File: src/rtl/tdc_result_queue_if.sv
// tdc_result_queue_if: capture-side strobe and transmitter handshake for the TDC result queue
interface tdc_result_queue_if #(parameter int WIDTH = 40);
  logic [WIDTH-1:0] in_data;
  logic in_valid;
  logic [WIDTH-1:0] out_data;
  logic out_valid;
  logic tx_busy;
  modport master (output in_data, in_valid, tx_busy, input out_data, out_valid);
  modport slave (input in_data, in_valid, tx_busy, output out_data, out_valid);
endinterface

File: src/rtl/tdc_result_queue.sv
// tdc_result_queue: FIFO draining TDC words to a busy-gated UART transmitter; TDC_QUEUE_DROP_COUNT_EN adds drop_count
module tdc_result_queue #(
  parameter int WIDTH = 40,
  parameter int DEPTH = 8,
  localparam int ADDR_W = $clog2(DEPTH)
) (
  input logic clk,
  input logic rst,
  tdc_result_queue_if.slave q,
  output logic [ADDR_W:0] level,
  output logic empty,
  output logic full,
  output logic overflow
`ifdef TDC_QUEUE_DROP_COUNT_EN
  ,output logic [15:0] drop_count
`endif
);
  typedef enum logic [1:0] {IDLE, WAIT_BUSY, WAIT_DONE} state_t;
  state_t state;
  logic [WIDTH-1:0] mem [DEPTH];
  logic [ADDR_W-1:0] wr_ptr, rd_ptr;
  logic wr, pop;
  assign empty = level == '0;
  assign full = level == (ADDR_W+1)'(DEPTH);
  assign wr = q.in_valid && !full;
  assign pop = state == IDLE && !empty && !q.tx_busy;
  always_ff @(posedge clk)
    if (wr) mem[wr_ptr] <= q.in_data;
  always_ff @(posedge clk) begin
    if (rst) begin
      state <= IDLE;
      q.out_valid <= 1'b0;
      q.out_data <= '0;
      wr_ptr <= '0;
      rd_ptr <= '0;
      level <= '0;
      overflow <= 1'b0;
    end else begin
      wr_ptr <= wr ? wr_ptr + 1'b1 : wr_ptr;
      rd_ptr <= pop ? rd_ptr + 1'b1 : rd_ptr;
      level <= level + {{ADDR_W{1'b0}}, wr} - {{ADDR_W{1'b0}}, pop};
      overflow <= overflow | (q.in_valid && full);
      case (state)
        IDLE: begin
          q.out_valid <= pop;
          if (pop) begin
            q.out_data <= mem[rd_ptr];
            state <= WAIT_BUSY;
          end
        end
        WAIT_BUSY: begin
          q.out_valid <= 1'b0;
          state <= q.tx_busy ? WAIT_DONE : WAIT_BUSY;
        end
        WAIT_DONE: state <= q.tx_busy ? WAIT_DONE : IDLE;
        default: state <= IDLE;
      endcase
    end
  end
`ifdef TDC_QUEUE_DROP_COUNT_EN
  // Saturating count of words refused because the queue was already full
  always_ff @(posedge clk)
    if (rst) drop_count <= '0;
    else if (q.in_valid && full && drop_count != 16'hFFFF) drop_count <= drop_count + 16'd1;
`endif
endmodule

File: src/flat_wrapper.sv
// flat-port wrapper written by rule: the top's interface ports become plain ports
module tdc_result_queue_flat 
#(
  parameter int WIDTH = 40,
  parameter int DEPTH = 8,
  localparam int ADDR_W = $clog2(DEPTH)
)
  (clk, rst, level, empty, full, overflow, q_in_data, q_in_valid, q_tx_busy, q_out_data, q_out_valid);
  tdc_result_queue_if #(.WIDTH(WIDTH)) q_i ();
  input logic clk;
  input logic rst;
  output logic [ADDR_W:0] level;
  output logic empty;
  output logic full;
  output logic overflow;
  input wire logic [$bits(q_i.in_data)-1:0] q_in_data;
  input wire logic [$bits(q_i.in_valid)-1:0] q_in_valid;
  input wire logic [$bits(q_i.tx_busy)-1:0] q_tx_busy;
  output wire logic [$bits(q_i.out_data)-1:0] q_out_data;
  output wire logic [$bits(q_i.out_valid)-1:0] q_out_valid;
  assign q_i.in_data = q_in_data;
  assign q_i.in_valid = q_in_valid;
  assign q_i.tx_busy = q_tx_busy;
  assign q_out_data = q_i.out_data;
  assign q_out_valid = q_i.out_valid;
  tdc_result_queue #(.WIDTH(WIDTH), .DEPTH(DEPTH)) u_core (.clk(clk), .rst(rst), .q(q_i), .level(level), .empty(empty), .full(full), .overflow(overflow));
endmodule
File: config.mk
export PLATFORM = sky130hd
export DESIGN_NAME = tdc_result_queue_flat
export DESIGN_NICKNAME = d
export VERILOG_FILES = /design/src/rtl/tdc_result_queue_if.sv /design/src/rtl/tdc_result_queue.sv /design/src/flat_wrapper.sv
export SDC_FILE = /design/constraint.sdc
export NUM_CORES = 1
export LEC_CHECK = 0
export CAP_MARGIN = 20
export CELL_PAD_IN_SITES_DETAIL_PLACEMENT = 1
export CELL_PAD_IN_SITES_GLOBAL_PLACEMENT = 1
export CORE_MARGIN = 2
export CORE_UTILIZATION = 55
export CTS_CLUSTER_DIAMETER = 40
export CTS_CLUSTER_SIZE = 12
export DETAILED_ROUTE_END_ITERATION = 12
export PLACE_DENSITY = 0.85
export SYNTH_ARGS = -nofsm -noshare
export SYNTH_HDL_FRONTEND = slang
export SYNTH_SLANG_ARGS = --single-unit
File: constraint.sdc
create_clock -name clk -period 12.15 [get_ports clk]
set_input_delay 2.43 -clock clk [delete_from_list [all_inputs] [get_ports clk]]
set_output_delay 2.43 -clock clk [all_outputs]
set_load 0.005 [all_outputs]
==> results.toml <==
[clock_network]
h-tree-depth = 2
cts_hold_buffers = 0
clockBufferDepth = 3
cts_inserted_buffers = 45
cts_resized = 0
cts.sinks = 374
cts_root_buffer = "clkbuf_16"
cts_setup_buffers = 0
clkTransAtPathRegs_ns = 0.05
tritoncts = "done"
clk_latency_ns = 0.55

[layout]
drive_gt1_share_pct = 25.24
multi_input_area_um2 = 3024
fill_cells = 1990
regArea_um2 = 10700
fin_nets = 845
fin_area_um2 = 16780
area_growth_pct = 20.05

[sta]
rsz0062_at_grt = "false"
clock.fmax_mhz = 207.8
fin_crit_ns = 4.812
slew_headroom_pct = 42.72
fin_tns_setup_ns = 0
finalHoldViolCount = 0
worstMarginPinSlew_ns = 0.8592
slew_violations = 0
skew_ns = 0.02822
setup_viol = 0
post-route-period-util_pct = 39.60

[synthesis]
avgSynthCellArea_um2 = 20.52
yosys.area.top_type_share_pct = 68.75
ys_seq_area_share_pct = 76.48
yosys_warnings = 0
synth_cell_types = 36
yosysMostFrequentCell = "edfxtp_1"
ys.flop_type = "edfxtp_1"
synth_top_area_cell = "edfxtp_1"
async_flop_share_pct = 0
syn-num-nets = 734
synth_cells = 681
synth_area_um2 = 13980
synthTopCellsByArea = "edfxtp_1 69%, mux4_2 13%, dfxtp_1 7.7%, o22ai_1 1.8%, nor2_1 1.2%"
synth_edf_count = 320
synth-seq-cells = 374
netlist_top_cells_count = "320 x edfxtp_1, 80 x mux4_2, 54 x dfxtp_1, 44 x nor2_1, 40 x o22ai_1"

[detailed_routing]
drc_errors = 0
vias_per_cell = 6.228
vias = 7225
first_pass_iters = 5
dr.first_iter.drc_count = 530
wl_um = 34230
drt-wirelength-per-cell_um = 29.51
postRouteAntennaNets = 0

[hold_path]
whs_path_depth = 2
worstHoldStart = "u_core.overflow$_SDFF_PP0_"
hold_class = "reg2reg"
hold_end = "u_core.overflow$_SDFF_PP0_"

[critical_path]
crit_family = "simple AND/OR/NAND/NOR gates"
end_kind = "flop"
r2r_end = "u_core.level[3]$_SDFF_PP0_"
reg2reg_slack_ns = 9.03
crit_type = "in2reg"
cpMostUsedCell = "ha_1"
cp_max_fo = 44
worstPathRequired_ns = 12.54
cp-start-kind = "input pin"
reg2reg_depth = 11
crit_buf_inv = 2
arrival_ns = 5.20
r2r_start = "u_core.level[2]$_SDFF_PP0_"
cp_slowest_cell = "and2_4"
path_cells = "clkdlybuf4s50_1 > nor3_4 > and2_4 > ha_1 > inv_1 > ha_1 > a21o_1 > a21oi_1 > xnor2_1 > nor2_1"
max_stage_delay_ns = 0.71

[power]
cellPowerDensity_nw_per_um2 = 213.5
peakVddDrop_mv = 0.1537
p_leak_uw = 0.005367

[grt]
grt_max_degree = 82
gr-total-overflow = 0
antenna_found_initial = 2
track_usage_pct = 26.76
grt_pass1_wl_um = 51740
grt_pass1_vias = 8043

[die]
die_x_um = 163.4
ios = 92
design.core.area_um2 = 25040
fp.dieH_um = 163.4
start_util_pct = 55.83
rows = 58
die_area_um2 = 26700

[placed_design]
gp_congestion = 0.7517
portBuffers = 91
place_area_um2 = 15160
post-dp-hpwl_um = 16360

[flow_run]
drv_cap = 0

[status]
status = "completed"
[how the worst max path moves through the flow]
| stage | startpoint | to | slack (ns) | cells past startpoint |
|---|---|---|---|---|
| floorplan | q_in_valid | u_core.mem[0][0]$_DFFE_PP_ | 6.07 | 4 |
| global placement | q_tx_busy | u_core.level[2]$_SDFF_PP0_ | 6.91 | 10 |
| detailed placement | q_tx_busy | u_core.level[2]$_SDFF_PP0_ | 6.78 | 10 |
| CTS | q_tx_busy | u_core.level[2]$_SDFF_PP0_ | 7.32 | 10 |
| global route | q_tx_busy | u_core.level[3]$_SDFF_PP0_ | 7.19 | 10 |
| finish | q_tx_busy | u_core.level[3]$_SDFF_PP0_ | 7.34 | 10 |
[layout by cell type (no fill, tap or decap), types with 7 or more instances in the layout]
cell,n
inv_1,9
mux4_2,80
nor3_2,18
clkbuf_1,11
ha_1,8
clkdlybuf4s50_1,90
edfxtp_1,320
buf_4,11
bufinv_16,7
nor2_1,38
dfxtp_1,52
nor2_2,12
o22ai_1,40
clkbuf_16,47
nor3_1,24
[worst reg2reg max path, cell delays in order, from the launching register on]
cell and delay [ns]:
dfxtp_1 0.33, inv_1 0.08, ha_1 0.20, or3b_1 0.37, and2_4 0.72, ha_1 0.36
inv_1 0.10, ha_1 0.29, a21o_1 0.19, a21oi_1 0.17, xnor2_1 0.14, nor2_1 0.05
[cells by family (layout without fill, tap and decap cells)]
kind of cell,Yosys count,after routing,synth area share [%]
compound gates,46,46,2.077
buf+inv,48,195,2.274
mux,82,82,13.03
fa+ha+maj,9,9,0.8594
flops,374,374,76.48
simple gates,117,117,4.959
xor+xnor,5,5,0.3134
other cells,0,2,0
[power by group]
group / switching, uW / total, uW / internal [uW]
clock: 542 / 1430 / 893
combinational: 296 / 565 / 270
sequential: 74.9 / 1580 / 1510
total: 912 / 3580 / 2670
[area by class of cell]
class | instances | area share (%)
antenna | 2 | 0.02983
sequential | 374 | 63.75
timing repair buffer | 103 | 6.055
clock inverter | 20 | 1.812
tap | 330 | 2.461
multi-input combinational | 259 | 18.02
clock buffer | 63 | 7.665
inverter | 9 | 0.2013
[per-layer routing]
layer	vias up	global-route usage [%]	part of all wire [%]
met5	-	0	0
met4	0	11.22	2.9
met3	85	5.358	5.7
met2	333	44.63	52
met1	3817	34.74	40
li1	2990	-	-
[through the flow]
step           setup slack, ns  util [%]  hold WS [ns]  total power, uW  instances
2_1_floorplan            6.067         -        0.4604             1930        681
5_1_grt                  7.192     67.02        0.4997             3695       1160
3_5_place_dp             6.780     60.54        0.4641             2155       1074
4_1_cts                  7.320     66.89        0.4767             3605       1157
6_report                 7.338     67.02        0.4709             3583       1160
3_3_place_gp             6.910     60.54        0.4516             2116       1074
[state kept, by name, indices dropped and copies added, names as in the netlist]
| name | flops |
|---|---|
| u_core.state | 2 |
| u_core.q.out_valid | 1 |
| u_core.wr_ptr | 3 |
| u_core.level | 4 |
| u_core.mem | 320 |
| u_core.overflow | 1 |
| u_core.q.out_data | 40 |
| u_core.rd_ptr | 3 |
No activity file was read; power rests on OpenSTA's default activity.
